**src/rtl/wd_service_sequencer.sv**
```systemverilog
// Watchdog service sequencer: closed/open window timing, service pulse generation,
// fault tracking with saturating consecutive-fault count and sticky lockout.
module wd_service_sequencer #(
    parameter int T_CLOSED = 100,
    parameter int T_OPEN   = 50,
    parameter int T_PULSE  = 4,
    parameter int MAX_FAIL = 3
) (
    input  logic       CLK,
    input  logic       RST_N,
    input  logic       EN,
    input  logic       KICK,
    input  logic       SWSTAT,
    input  logic       WDFAIL,
    input  logic [1:0] FLSTAT,
    output logic       WDSRVC,
    output logic       FWOVR,
    output logic [2:0] STATE,
    output logic [2:0] FAULT_CODE,
    output logic [3:0] FAILCNT,
    output logic       LOCKOUT,
    output logic       KICK_REJ
);

    localparam int T_MAX_CO = (T_CLOSED > T_OPEN) ? T_CLOSED : T_OPEN;
    localparam int T_MAX    = (T_MAX_CO > T_PULSE + 2) ? T_MAX_CO : T_PULSE + 2;
    localparam int TW       = $clog2(T_MAX) + 1;

    localparam logic [TW-1:0] CLOSED_LAST = TW'(T_CLOSED - 1);
    localparam logic [TW-1:0] OPEN_LAST   = TW'(T_OPEN - 1);
    localparam logic [TW-1:0] PULSE_END   = TW'(T_PULSE);
    localparam logic [TW-1:0] SAMPLE_AT   = TW'(T_PULSE + 2);
    localparam logic [3:0]    FAIL_LIMIT  = 4'(MAX_FAIL);

    typedef enum logic [2:0] {
        S_IDLE    = 3'd0,
        S_CLOSED  = 3'd1,
        S_OPEN    = 3'd2,
        S_SERVICE = 3'd3,
        S_FAULT   = 3'd4,
        S_LOCK    = 3'd5
    } state_e;

    state_e        state_q, state_d;
    logic [TW-1:0] timer_q, timer_d;
    logic          wdsrvc_q, wdsrvc_d;
    logic          fwovr_q, fwovr_d;
    logic          kick_rej_q, kick_rej_d;
    logic          lockout_q, lockout_d;
    logic [2:0]    fault_code_q, fault_code_d;
    logic [3:0]    failcnt_q, failcnt_d;
    logic          stop_q, stop_d;
    logic          fault_entry;

    // Detector flag and its code travel through the same two-stage synchroniser.
    logic       wdfail_meta_q, wdfail_sync_q;
    logic [1:0] flstat_meta_q, flstat_sync_q;

    always_comb begin
        // NOTE: every combinational output gets a default first so no path infers a latch.
        state_d      = state_q;
        fault_code_d = fault_code_q;
        failcnt_d    = failcnt_q;
        stop_d       = stop_q;
        fwovr_d      = 1'b0;
        kick_rej_d   = 1'b0;
        fault_entry  = 1'b0;

        case (state_q)
            S_IDLE: begin
                if (EN) state_d = S_CLOSED;
            end
            S_CLOSED: begin
                if (!EN) begin
                    state_d = S_IDLE;
                end else if (KICK) begin
                    state_d      = S_FAULT;
                    fault_code_d = 3'b001;
                    fault_entry  = 1'b1;
                end else if (timer_q == CLOSED_LAST) begin
                    state_d = S_OPEN;
                end
            end
            S_OPEN: begin
                if (!EN) begin
                    state_d = S_IDLE;
                end else if (KICK && SWSTAT) begin
                    state_d = S_SERVICE;
                    stop_d  = 1'b0;
                end else begin
                    kick_rej_d = KICK;
                    if (timer_q == OPEN_LAST) begin
                        state_d      = S_FAULT;
                        fault_code_d = 3'b010;
                        fwovr_d      = 1'b1;
                        fault_entry  = 1'b1;
                    end
                end
            end
            S_SERVICE: begin
                // A disable during the pulse is remembered and honoured after the sample.
                if (!EN) stop_d = 1'b1;
                if (timer_q == SAMPLE_AT) begin
                    if (wdfail_sync_q) begin
                        state_d      = S_FAULT;
                        fault_code_d = {1'b1, flstat_sync_q};
                        fault_entry  = 1'b1;
                    end else begin
                        failcnt_d = 4'd0;
                        state_d   = (stop_q || !EN) ? S_IDLE : S_CLOSED;
                    end
                end
            end
            S_FAULT: begin
                if (failcnt_q == FAIL_LIMIT) state_d = S_LOCK;
                else if (EN)                 state_d = S_CLOSED;
                else                         state_d = S_IDLE;
            end
            S_LOCK: begin
                state_d = S_LOCK;
            end
            default: begin
                state_d = S_IDLE;
            end
        endcase

        if (fault_entry && (failcnt_q != FAIL_LIMIT)) failcnt_d = failcnt_q + 4'd1;

        // The timer restarts on every state change and only runs in the timed states.
        if ((state_d != state_q) || !(state_q inside {S_CLOSED, S_OPEN, S_SERVICE}))
            timer_d = '0;
        else
            timer_d = timer_q + 1'b1;

        wdsrvc_d  = (state_d == S_SERVICE) && (timer_d < PULSE_END);
        lockout_d = lockout_q || (state_d == S_LOCK);
    end

    // NOTE: sequential state uses non-blocking assignments so all flops update from pre-edge values.
    always_ff @(posedge CLK or negedge RST_N) begin
        if (!RST_N) begin
            state_q       <= S_IDLE;
            timer_q       <= '0;
            wdsrvc_q      <= 1'b0;
            fwovr_q       <= 1'b0;
            kick_rej_q    <= 1'b0;
            lockout_q     <= 1'b0;
            fault_code_q  <= 3'b000;
            failcnt_q     <= 4'd0;
            stop_q        <= 1'b0;
            wdfail_meta_q <= 1'b0;
            wdfail_sync_q <= 1'b0;
            flstat_meta_q <= 2'b00;
            flstat_sync_q <= 2'b00;
        end else begin
            state_q       <= state_d;
            timer_q       <= timer_d;
            wdsrvc_q      <= wdsrvc_d;
            fwovr_q       <= fwovr_d;
            kick_rej_q    <= kick_rej_d;
            lockout_q     <= lockout_d;
            fault_code_q  <= fault_code_d;
            failcnt_q     <= failcnt_d;
            stop_q        <= stop_d;
            wdfail_meta_q <= WDFAIL;
            wdfail_sync_q <= wdfail_meta_q;
            flstat_meta_q <= FLSTAT;
            flstat_sync_q <= flstat_meta_q;
        end
    end

    assign STATE      = state_q;
    assign WDSRVC     = wdsrvc_q;
    assign FWOVR      = fwovr_q;
    assign KICK_REJ   = kick_rej_q;
    assign LOCKOUT    = lockout_q;
    assign FAULT_CODE = fault_code_q;
    assign FAILCNT    = failcnt_q;

endmodule

```
**config.mk**
```make
export PLATFORM = sky130hd
export DESIGN_NAME = wd_service_sequencer
export DESIGN_NICKNAME = d
export VERILOG_FILES = /design/src/rtl/wd_service_sequencer.sv
export SDC_FILE = /design/constraint.sdc
export NUM_CORES = 1
export LEC_CHECK = 0
export ABC_AREA = 0
export CAP_MARGIN = 20
export CELL_PAD_IN_SITES_DETAIL_PLACEMENT = 0
export CELL_PAD_IN_SITES_GLOBAL_PLACEMENT = 1
export CORE_MARGIN = 8
export CORE_UTILIZATION = 45
export CTS_CLUSTER_SIZE = 30
export DETAILED_ROUTE_END_ITERATION = 12
export HOLD_SLACK_MARGIN = 0.05
export PLACE_DENSITY_LB_ADDON = 0.1
export SYNTH_ARGS = -nofsm -noshare
export SYNTH_HDL_FRONTEND = slang
export SYNTH_SLANG_ARGS = --single-unit
```
**constraint.sdc**
```tcl
create_clock -name CLK -period 4.9 [get_ports CLK]
set_clock_uncertainty 0.05 [all_clocks]
set_input_delay 0.735 -clock CLK [delete_from_list [all_inputs] [get_ports CLK]]
set_output_delay 0.735 -clock CLK [all_outputs]
set_load 0.01 [all_outputs]
```
==> Word level (Yosys, flattened, before mapping) <==
Cells that the tools add are included.
{ "classes": {"add_sub_neg": 2, "mul": 0, "div_mod_pow": 0, "n_lt_le_gt_ge": 1, "n_eq_ne": 23, "shift": 0, "mux": 42, "n_bitwise": 0, "reduce_logical": 16} }
{ "op_table": {"columns": ["op", "count"], "rows": [
  ["3-bit 2-to-1 mux", 17],
  ["2-bit != test, second input constant", 9],
  ["3-bit one-hot mux with 6 select lines", 1],
  ["1-bit 2-to-1 mux", 16],
  ["4-bit 2-to-1 mux", 4],
  ["3-bit by 2-bit == test with 1-bit output, second input constant", 3],
  ["3-bit == test, second input constant", 3],
  ["3-bit one-hot mux with 3 select lines", 1],
  ["8-bit by 1-bit adder with 8-bit output, second input constant", 1],
  ["8-bit by 3-bit == test with 1-bit output, second input constant", 1],
  ["8-bit by 6-bit == test with 1-bit output, second input constant", 1],
  ["8-bit by 7-bit == test with 1-bit output, second input constant", 1],
  ["8-bit by 3-bit < comparator with 1-bit output, second input constant", 1],
  ["8-bit 2-to-1 mux", 1],
  ["8-bit AND reduction", 1],
  ["2-bit nonzero test", 3],
  ["4-bit by 1-bit adder with 4-bit output, second input constant", 1],
  ["4-bit by 2-bit == test with 1-bit output, second input constant", 1],
  ["4-bit by 2-bit != test with 1-bit output, second input constant", 1],
  ["4-bit AND reduction", 1],
  ["3-bit by 1-bit == test with 1-bit output, second input constant", 1],
  ["1-bit logical AND", 3],
  ["3-bit logical NOT", 1],
  ["1-bit logical OR", 3],
  ["other kinds (7)", 8]
]} }
{ "word_totals": {"regBits": 29, "latch_bits": 0, "ram_bits": 0, "rom_bits": 0, "input_bits": 8, "output_inout_bits": 14, "elab_cells": 97, "n_memories": 0} }

==> Longest topological paths before layout <==
Gate-level depths: netlist of run 1.
{ "logic_depth": {"ltp_word": 11, "mapped_depth": 9, "mapped_depth_nobuf": 8} }

==> Least setup slack after synthesis of run 1 <==
OpenSTA, ideal clock, no wires.
{ "synth_path": {"path_kind": "input to register", "startpoint": "in EN", "endpoint": "reg failcnt_q[3], in the netlist FAILCNT[3]", "arrival_ps": 2259, "setup_slack_ps": 2511, "cell_stages": 6, "path_buffers": 1, "cell_sequence": "or4bb_1 -> nand4bb_4 -> a31o_1 -> buf_6 -> or3_1 -> o211ai_2"} }
{ "synth_via": {"elab_chain_cells": 5, "word_cells_on_any_way": 9} }
{ "synth_rtl": {"columns": ["element", "line", "source"], "rows": [
  ["start: declaration", "11", "input logic EN,"],
  ["1-bit 2-to-1 mux, on equally long branches", "85, 74", null],
  ["1-bit one-hot mux with 3 select lines (*)", "69", "case (state_q)"],
  ["1-bit logical AND (*)", "127", "if (fault_entry && (failcnt_q != FAIL_LIMIT)) failcnt_d = failcnt_q + 4'd1;"],
  ["2-bit by 1-bit != test with 1-bit output (no line) or 2-bit nonzero test (tied branches)", null, null],
  ["3-bit AND reduction (no line)", null, null],
  ["end signal: assignment", "163", "failcnt_q <= failcnt_d;"],
  ["end: declaration", "51", "logic [3:0] failcnt_q, failcnt_d;"]
]} }
Mark *: on every way between the ends. The rest lies on a longest branch, timed or not.
A chain may end at the register's enable or synchronous reset.

==> Worst setup path after layout of run 1 <==
{ "layout_path": {"startpoint": "in EN", "endpoint": "reg wdsrvc_q, in the netlist WDSRVC"} }
{ "layout_via": {"elab_chain_cells": 11, "word_cells_on_any_way": 17} }
{ "layout_rtl": {"columns": ["element", "line", "source"], "rows": [
  ["1-bit logical NOT", "110", "state_d = (stop_q || !EN) ? S_IDLE : S_CLOSED;"],
  ["1-bit logical OR", "110", null],
  ["1-bit 2-to-1 mux", "110", null],
  ["3-bit 2-to-1 mux", "104", "if (wdfail_sync_q) begin"],
  ["3-bit 2-to-1 mux", "103", "if (timer_q == SAMPLE_AT) begin"],
  ["3-bit one-hot mux with 6 select lines (*)", "69", null],
  ["3-bit != test", "130", "if ((state_d != state_q) || !(state_q inside {S_CLOSED, S_OPEN, S_SERVICE}))"],
  ["1-bit logical OR", "130", null],
  ["8-bit 2-to-1 mux", "130", null],
  ["8-bit by 3-bit < comparator with 1-bit output", "135", "wdsrvc_d = (state_d == S_SERVICE) && (timer_d < PULSE_END);"],
  ["1-bit logical AND (*)", "135", null],
  ["via wdsrvc_d", "46", "logic wdsrvc_q, wdsrvc_d;"],
  ["end signal: assignment", "158", "wdsrvc_q <= wdsrvc_d;"],
  ["end: declaration", "46", null]
]} }
Mark *: on every way through the listed nets, which the timed path passes. The rest lies on a longest branch.

==> flow_summary.toml, run 1 <==
[floorplanning]
die_w_um = 74.5
die_y_um = 74.5
pin_count = 22
start_util_pct = 46.4
rows = 21
dieArea_um2 = 5540
core_area_um2 = 3310

[route]
wl_per_cell_um = 15.0
vias_per_cell = 5.38
via_count = 1188
wl_um = 3310
drc_errors = 0
postRouteAntennaNets = 0
drt-pass1-iter-count = 4
drt_iter0_drc = 114

[place]
gp_congestion = 0.827
io_buffers = 21
dpl.cell_count = 213
dp_hpwl_um = 2380

[critical_path]
crit_end = "WDSRVC$_DFF_PN0_"
worstPathRequired_ps = 5100
cp_data_arrival_time_ps = 2940
r2r_end = "WDSRVC$_DFF_PN0_"
cp-startpoint = "EN"
worstSetupStartpointType = "input pin"
regToRegStartpoint = "STATE[2]$_DFF_PN0_"
rrSetupSlack_ps = 2480
worst-setup-path-type = "in2reg"
end_kind = "flop"
rr_worst_depth = 6
critPathMaxFanout = 12

[clock_tree]
cts_tree = "yes"
ctsResizeCount = 0
cts_root_buffer = "clkbuf_4"
cts_inserted_buffers = 5
clkLatencyLatePin_ps = 340
h-tree-depth = 2
clockBufferDepth = 2
clk_pin_slew_ps = 90
cts_hold_buf = 0
cts.sink_count = 29
cts_setup_buffers = 0

[layout]
utilization_pct = 56.0
layout_commonest_cell = "dfrtp_1"
area_growth_pct = 20.7
drive_above_1_share_pct = 11.4
seqCellArea_um2 = 726
layout_common_cells = "29 x dfrtp_1, 21 x clkdlybuf4s50_1, 12 x nand2_1, 10 x nand3_1, 10 x nor2_1"
multiInputGateArea_um2 = 739
num-fill-cells = 335
diodes = 0
layout.cells.non_filler = 221
finalNetCount = 186

[outcome]
outcome = "complete, no violations"

[yosys]
synth_top_flop_cell = "dfrtp_1"
synth_area_um2 = 1540
synthXorXnorAreaFrac_pct = 4.56
synth_fa_ha_area_share_pct = 3.25
synthMuxAreaShare_pct = 0.732
synth-seq-cells = 29
synth-edff-count = 0
async_flop_share_pct = 100
synthCells = 153
syn_avg_cell_area_um2 = 10.1
yosys.area_share.simple_pct = 28.2
syn-num-nets = 165
ys_types = 42
synth_compound_area_share_pct = 11.4
yosys_warnings = 0
yosysSeqAreaShare_pct = 47.2
synth_top_family_by_area = "simple AND/OR/NAND/NOR gates"

[global_routing]
use_met1_pct = 16.0
gr-usage-all-layers_pct = 13.6
overflow = 0
antenna_found_initial = 0
gr-usage-met3_pct = 6.33
grt_pass1_vias = 1144
grt_busiest_layer = "met2"
grt_pass1_wl_um = 5650
global_route.usage.met2_pct = 19.8
grt_max_degree = 30

[timing]
slew_headroom_pct = 57.7
tightest_slew_ps = 626
finalSetupTns_ps = 0
maxSlewViolCount = 0
finalCritPeriodShare_pct = 56.1
hold_viol_final = 0
fmax_ghz = 0.364
rsz0062_at_grt = "no"
finalSetupViolCount = 0
period_minus_slack_ps = 2750

[worst_hold_path]
min_path_type = "reg2reg"

[pwr]
leakage_nw = 0.792
p_per_area_nw_per_um2 = 404
peakVddDrop_v = 0.000264

[run]
maxCapViolCount = 0
## stage by stage
step                      setup slack [ps]  hold slack [ps]  instance area [µm²]  total power [mW]
after global placement                1880              283                 1770             0.542
after CTS                             2190              311                 1860             0.763
after floorplan                       2510              281                 1540             0.449
after global routing                  2010              314                 1860             0.803
after detailed placement              1840              288                 1770             0.544
final                                 2150              306                 1860             0.749
## critical path, cell delays in order
cell             delay [ps]
clkdlybuf4s50_1         540
or4bb_1                 580
nand4bb_4               250
nand3_1                 390
nor2_1                  110
o31a_1                  130
a41oi_1                 200
## flip-flops by register name (all words and copies together), names as in the netlist
signal,flops
FWOVR,1
wdfail_sync_q,1
wdfail_meta_q,1
FAILCNT,4
KICK_REJ,1
flstat_sync_q,2
stop_q,1
FAULT_CODE,3
WDSRVC,1
LOCKOUT,1
timer_q,8
flstat_meta_q,2
STATE,3
## synth_stat cells, types with 2 or more instances
cell type,number,area (µm²)
a21o_1,2,15.0
xor2_1,5,43.8
nand3_1,10,50.1
a31oi_1,2,12.5
ha_1,4,50.1
or3_1,4,25.0
nand3b_1,2,15.0
nor3b_1,2,15.0
nand2_1,12,45.0
nor4_1,8,50.1
a21oi_1,6,30.0
dfrtp_1,29,726
xnor2_1,3,26.3
nor3_1,5,25.0
clkbuf_1,5,18.8
nand2b_1,5,31.3
inv_1,7,26.3
buf_6,2,22.5
nor2_1,10,37.5
o21ai_0,7,35.0
nor2b_1,2,12.5
## power by group
| group | leakage [nW] | switching, mW | internal (mW) |
|---|---|---|---|
| Clock | 0.0445 | 0.0901 | 0.121 |
| Combinational | 0.377 | 0.106 | 0.105 |
| Sequential | 0.371 | 0.0567 | 0.270 |
| Total | 0.792 | 0.253 | 0.496 |
## layout make-up
type	instances	share of cell area, %
multi-input combinational	109	39.9
sequential	29	39.1
tap	46	3.10
inverter	7	1.42
timing repair buffer	22	11.7
clock inverter	2	2.02
clock buffer	6	2.76
## logic make-up (layout without fill, tap and decap cells)
| logic type | count (synthesis) | in the layout |
|---|---|---|
| compound gates | 25 | 25 |
| xor+xnor | 8 | 8 |
| fa+ha+maj | 4 | 4 |
| buf+inv | 15 | 37 |
| flops | 29 | 29 |
| mux | 1 | 1 |
| simple gates | 71 | 71 |
## routing by layer
layer | vias to the layer above | routed length [µm]
met5 | - | 0
met4 | 0 | 98
met3 | 8 | 242
met2 | 32 | 1520
met1 | 560 | 1450
li1 | 588 | -
## how the worst min path moves through the flow
stage                                          start                          to  slack [ps]  cells after the start
after floorplan           flstat_meta_q[0]$_DFF_PN0_  flstat_sync_q[0]$_DFF_PN0_         280                      0
after global placement    flstat_meta_q[0]$_DFF_PN0_  flstat_sync_q[0]$_DFF_PN0_         280                      0
after detailed placement  flstat_meta_q[0]$_DFF_PN0_  flstat_sync_q[0]$_DFF_PN0_         290                      0
after CTS                 flstat_meta_q[0]$_DFF_PN0_  flstat_sync_q[0]$_DFF_PN0_         310                      0
after global routing      flstat_meta_q[0]$_DFF_PN0_  flstat_sync_q[0]$_DFF_PN0_         310                      0
final                     flstat_meta_q[0]$_DFF_PN0_  flstat_sync_q[0]$_DFF_PN0_         310                      0
Power figures use the tool's default switching activity.
==> inputs of run 2 (changes only) <==
--- a/config.mk
+++ b/config.mk
@@ -10,7 +10,7 @@
 export CELL_PAD_IN_SITES_DETAIL_PLACEMENT = 0
 export CELL_PAD_IN_SITES_GLOBAL_PLACEMENT = 1
 export CORE_MARGIN = 8
-export CORE_UTILIZATION = 45
+export CORE_UTILIZATION = 41
 export CTS_CLUSTER_SIZE = 30
 export DETAILED_ROUTE_END_ITERATION = 12
 export HOLD_SLACK_MARGIN = 0.05
==> constraint.sdc (replaced) <==
create_clock -name CLK -period 2.79 [get_ports CLK]
set_clock_uncertainty 0.05 [all_clocks]
set_input_delay 0.4185 -clock CLK [delete_from_list [all_inputs] [get_ports CLK]]
set_output_delay 0.4185 -clock CLK [all_outputs]
set_load 0.01 [all_outputs]
==> run 2 against run 1 <==
Effect of this change: hold slack got worse by 5.7 ps; largest cell class unchanged; critical endpoint is now timer_q[4]$_DFF_PN0_; cell count rose by 2.3%; worst setup slack got worse by 1700 ps; flip-flop and latch count did not move; die area rose by 7.6%; largest power group unchanged; non-clock buffer count rose by 3; combinational power rose by 76%.
==> flow_summary.toml, run 2 (synthesis gave the netlist of run 1 again) <==
[clock_tree]
clk_pin_slew_ps = 70
cts_tree = "yes"
cts_inserted_buffers = 5
ctsResizeCount = 0
cts_hold_buf = 0
clkLatencyLatePin_ps = 280
clockBufferDepth = 2
h-tree-depth = 2
cts.sink_count = 29
cts_setup_buffers = 0
cts_root_buffer = "clkbuf_8"

[timing]
period_minus_slack_ps = 2370
finalSetupViolCount = 0
hold_viol_final = 0
rsz0062_at_grt = "no"
slew_headroom_pct = 60.4
finalSetupTns_ps = 0
fmax_ghz = 0.423
finalCritPeriodShare_pct = 84.8
maxSlewViolCount = 0
tightest_slew_ps = 586

[pwr]
pwr-share-comb_pct = 26.9
seqPwrFrac_pct = 41.6
leakage_nw = 0.816
p_int_uw = 930
p_per_area_nw_per_um2 = 725
swShare_pct = 32.7
power_switching_uw = 453
clkPwrFrac_pct = 31.5
p_total_mw = 1.38
peakVddDrop_v = 0.000407

[worst_hold_path]
min_path_type = "reg2reg"

[critical_path]
end_kind = "flop"
crit_chain = "or4b_4 > nor3_2 > a21o_1 > o21bai_2 > a32oi_2 > nor4_1"
crit_buf_inv = 0
slowest_stage = "or4b_4"
cp_data_arrival_time_ps = 2480
cpPeakStageDelay_ps = 600
path_delay_family = "simple AND/OR/NAND/NOR gates"
worstPathRequired_ps = 2910
critPathMaxFanout = 8
worstSetupStartpointType = "flop"
worst-setup-path-type = "reg2reg"

[global_routing]
overflow = 0
grt_pass1_vias = 1228
grt_pass1_wl_um = 5660
grt_max_degree = 30
gr-usage-all-layers_pct = 11.7
antenna_found_initial = 0

[layout]
regMostFlops = "timer_q"
final_area_um2 = 1910
finalNetCount = 189
diodes = 0
layout_commonest_cell = "dfrtp_1"
drive_above_1_share_pct = 12.9
layout.cells.non_filler = 226
utilization_pct = 52.5
area_growth_pct = 24.0
layout_common_cells = "29 x dfrtp_1, 21 x clkdlybuf4s50_1, 12 x nand2_1, 10 x nand3_1, 10 x nor2_1"
largest_reg_flops = 8

[place]
dp_hpwl_um = 2380
gp_congestion = 0.786
dpl.cell_count = 218
io_buffers = 21
placed_area_um2 = 1790

[floorplanning]
dieArea_um2 = 5970
core_area_um2 = 3630
die_w_um = 77.2
pin_count = 22
die_y_um = 77.2
start_util_pct = 42.3
rows = 22

[route]
drt-pass1-iter-count = 4
wl_um = 3280
vias_per_cell = 5.26
postRouteAntennaNets = 0
drt_iter0_drc = 64
via_count = 1188
wl_per_cell_um = 14.5
drc_errors = 0

[run]
maxCapViolCount = 0

[outcome]
outcome = "complete, no violations"
==> run 2: cell count changes in the layout (fill, tap and decap cells not counted) <==
cell | before | now
buf_4 | 1 | 4
clkbuf_4 | 5 | 0
clkbuf_8 | 1 | 5
clkinv_4 | 0 | 1
==> run 2: area by class of cell <==
class / instances / area, µm²
well taps: 48 / 60.1
repair buffers: 25 / 240
inverters: 7 / 26.3
clock inverters: 3 / 46.3
multi-input cells: 109 / 739
fillers: 350 / 1730
flip-flops and latches: 29 / 726
clock buffers: 5 / 68.8
==> run 2: metrics by stage <==
| stage | setup WS (ps) | hold slack, ps |
|---|---|---|
| floorplan | 626 | 72.9 |
| global placement | 195 | 281 |
| detailed placement | 161 | 288 |
| CTS | 433 | 304 |
| global route | 328 | 317 |
| finish | 424 | 300 |
==> run 2: power groups by stage <==
stage | combinational [mW] | clock (mW) | sequential, mW
after detailed placement | 0.375 | 0 | 0.584
after CTS | 0.377 | 0.459 | 0.575
after floorplan | 0.234 | 0 | 0.555
after global placement | 0.373 | 0 | 0.581
final | 0.372 | 0.436 | 0.575
after global routing | 0.418 | 0.477 | 0.587
==> run 2: metal layers <==
| layer | up-vias | global-route usage (%) | wire [µm] |
|---|---|---|---|
| met3 | 5 | 4.43 | 144 |
| met4 | 0 | 4.72 | 38 |
| met5 | - | 0 | 0 |
| met1 | 572 | 13.1 | 1530 |
| met2 | 17 | 19.5 | 1560 |
| li1 | 594 | - | - |
==> run 2: path summary, 6_finish.rpt <==
kind	from	endpoint	slack [ps]	cells past startpoint
worst max-delay path	timer_q[3]$_DFF_PN0_	timer_q[4]$_DFF_PN0_	420	6
worst min-delay path	wdfail_meta_q$_DFF_PN0_	wdfail_sync_q$_DFF_PN0_	300	0
worst max register to register	timer_q[3]$_DFF_PN0_	timer_q[4]$_DFF_PN0_	420	6
worst min register to register	wdfail_meta_q$_DFF_PN0_	wdfail_sync_q$_DFF_PN0_	300	0
max in group asynchronous	RST_N	flstat_sync_q[0]$_DFF_PN0_	1950	2
min in group asynchronous	RST_N	timer_q[3]$_DFF_PN0_	470	2
==> inputs of run 3 (changes only) <==
==> constraint.sdc (replaced) <==
create_clock -name CLK -period 2.45 [get_ports CLK]
set_clock_uncertainty 0.05 [all_clocks]
set_input_delay 0.3675 -clock CLK [delete_from_list [all_inputs] [get_ports CLK]]
set_output_delay 0.3675 -clock CLK [all_outputs]
set_load 0.01 [all_outputs]
==> run 3 against run 2 <==
Effect of this change: critical path depth unchanged; total power up 15%; cell count up 5.3%; sequential share of layout area down 2.0 points; hold slack worse by 2.0 ps; largest cell class unchanged; largest power group unchanged; clock power down 9.4%; maximum frequency up 3.7%.
==> flow_summary.toml, run 3 (synthesis gave the netlist of run 1 again) <==
[outcome]
outcome = "complete, no violations"

[global_routing]
antenna_found_initial = 0
gr-usage-all-layers_pct = 11.7
grt_max_degree = 30
grt_pass1_wl_um = 5690
grt_pass1_vias = 1233
overflow = 0

[worst_hold_path]
min_path_cells = 0
min_path_type = "reg2reg"

[clock_tree]
cts_setup_buffers = 0
cts_tree = "yes"
cts_root_buffer = "clkbuf_8"
cts_hold_buf = 0
clkLatencyLatePin_ps = 280
cts.sink_count = 29
ctsResizeCount = 0
clockBufferDepth = 2
clk_pin_slew_ps = 70
h-tree-depth = 2
cts_inserted_buffers = 5

[timing]
hold_viol_final = 0
finalSetupViolCount = 0
period_minus_slack_ps = 2280
maxSlewViolCount = 0
fmax_ghz = 0.438
worst_slack_ps = 169
tightest_slew_ps = 500
hold_slack_ps = 298
slew_headroom_pct = 66.3
finalCritPeriodShare_pct = 93.1

[layout]
diodes = 0
final_area_um2 = 2010
layout_common_cells = "29 x dfrtp_1, 21 x clkdlybuf4s50_1, 16 x buf_4, 12 x nand2_1"
largest_reg_flops = 8
drive_above_1_share_pct = 20.0
area_growth_pct = 31.0
finalNetCount = 201
layout_commonest_cell = "dfrtp_1"
regMostFlops = "timer_q"

[floorplanning]
dieArea_um2 = 5970
pin_count = 22
die_y_um = 77.2
die_w_um = 77.2
core_area_um2 = 3630
rows = 22
start_util_pct = 42.3

[place]
gp_congestion = 0.805
place_ws_ps = -39.4
dp_hpwl_um = 2580
placed_area_um2 = 1880
io_buffers = 21

[critical_path]
slowest_stage = "or4b_4"
crit_buf_inv = 0
path_delay_family = "simple AND/OR/NAND/NOR gates"
worstSetupStartpointType = "flop"
worstPathRequired_ps = 2580
cp.depth = 6
end_kind = "flop"
cp_data_arrival_time_ps = 2410
worst-setup-path-type = "reg2reg"
rr_worst_depth = 6
cpPeakStageDelay_ps = 600
crit_chain = "or4b_4 > nor3_2 > a21o_1 > o21bai_2 > a32oi_4 > nor4_1"
critPathMaxFanout = 8

[pwr]
p_total_mw = 1.59
p_per_area_nw_per_um2 = 791
peakVddDrop_v = 0.000483
leakage_nw = 0.868

[run]
maxCapViolCount = 0

[route]
drt_iter0_drc = 50
vias_per_cell = 5.29
drc_errors = 0
wl_um = 3450
via_count = 1259
drt-pass1-iter-count = 4
wl_per_cell_um = 14.5
postRouteAntennaNets = 0
[run 3: cell count changes in the layout (fill, tap and decap cells not counted), sizes merged]
cell / change
buf: +12
bufinv: -1
clkinv: -1
clkinvlp: +2
[run 3: through the flow]
stage | utilization [%] | setup TNS (ps) | instances
4_1_cts | 54.3 | 0 | 238
2_1_floorplan | - | 0 | 153
6_report | 55.4 | 0 | 238
3_5_place_dp | 51.8 | -47.0 | 230
5_1_grt | 55.4 | -5.85 | 238
3_3_place_gp | 51.8 | 0 | 230
[run 3: worst paths after layout]
check | start | end | slack (ps)
worst max-delay path | timer_q[3]$_DFF_PN0_ | timer_q[4]$_DFF_PN0_ | 170
worst min-delay path | flstat_meta_q[0]$_DFF_PN0_ | flstat_sync_q[0]$_DFF_PN0_ | 300
worst max register to register | timer_q[3]$_DFF_PN0_ | timer_q[4]$_DFF_PN0_ | 170
worst min register to register | flstat_meta_q[0]$_DFF_PN0_ | flstat_sync_q[0]$_DFF_PN0_ | 300
max in group asynchronous | RST_N | FAULT_CODE[1]$_DFFE_PN0P_ | 1650
min in group asynchronous | RST_N | FWOVR$_DFF_PN0_ | 430
[run 3: where the power goes]
part           leakage (nW)  switching, mW  internal, mW
registers             0.371         0.0830         0.541
logic                 0.461          0.285         0.290
clock network        0.0364          0.197         0.199
total                 0.868          0.564          1.03
[run 3: cell type report]
| type | count | area, µm² |
|---|---|---|
| fill | 352 | 1620 |
| multi-input combinational | 109 | 781 |
| sequential | 29 | 726 |
| timing repair buffer | 37 | 330 |
| clock buffer | 5 | 68.8 |
| tap | 48 | 60.1 |
| inverter | 7 | 26.3 |
| clock inverter | 3 | 22.5 |
[run 3: routing by layer]
layer	share of wire (%)	vias up	track usage [%]
li1	-	618	-
met3	5.3	10	4.08
met5	0	-	0
met2	49	25	19.9
met4	2.0	0	3.96
met1	44	606	13.1
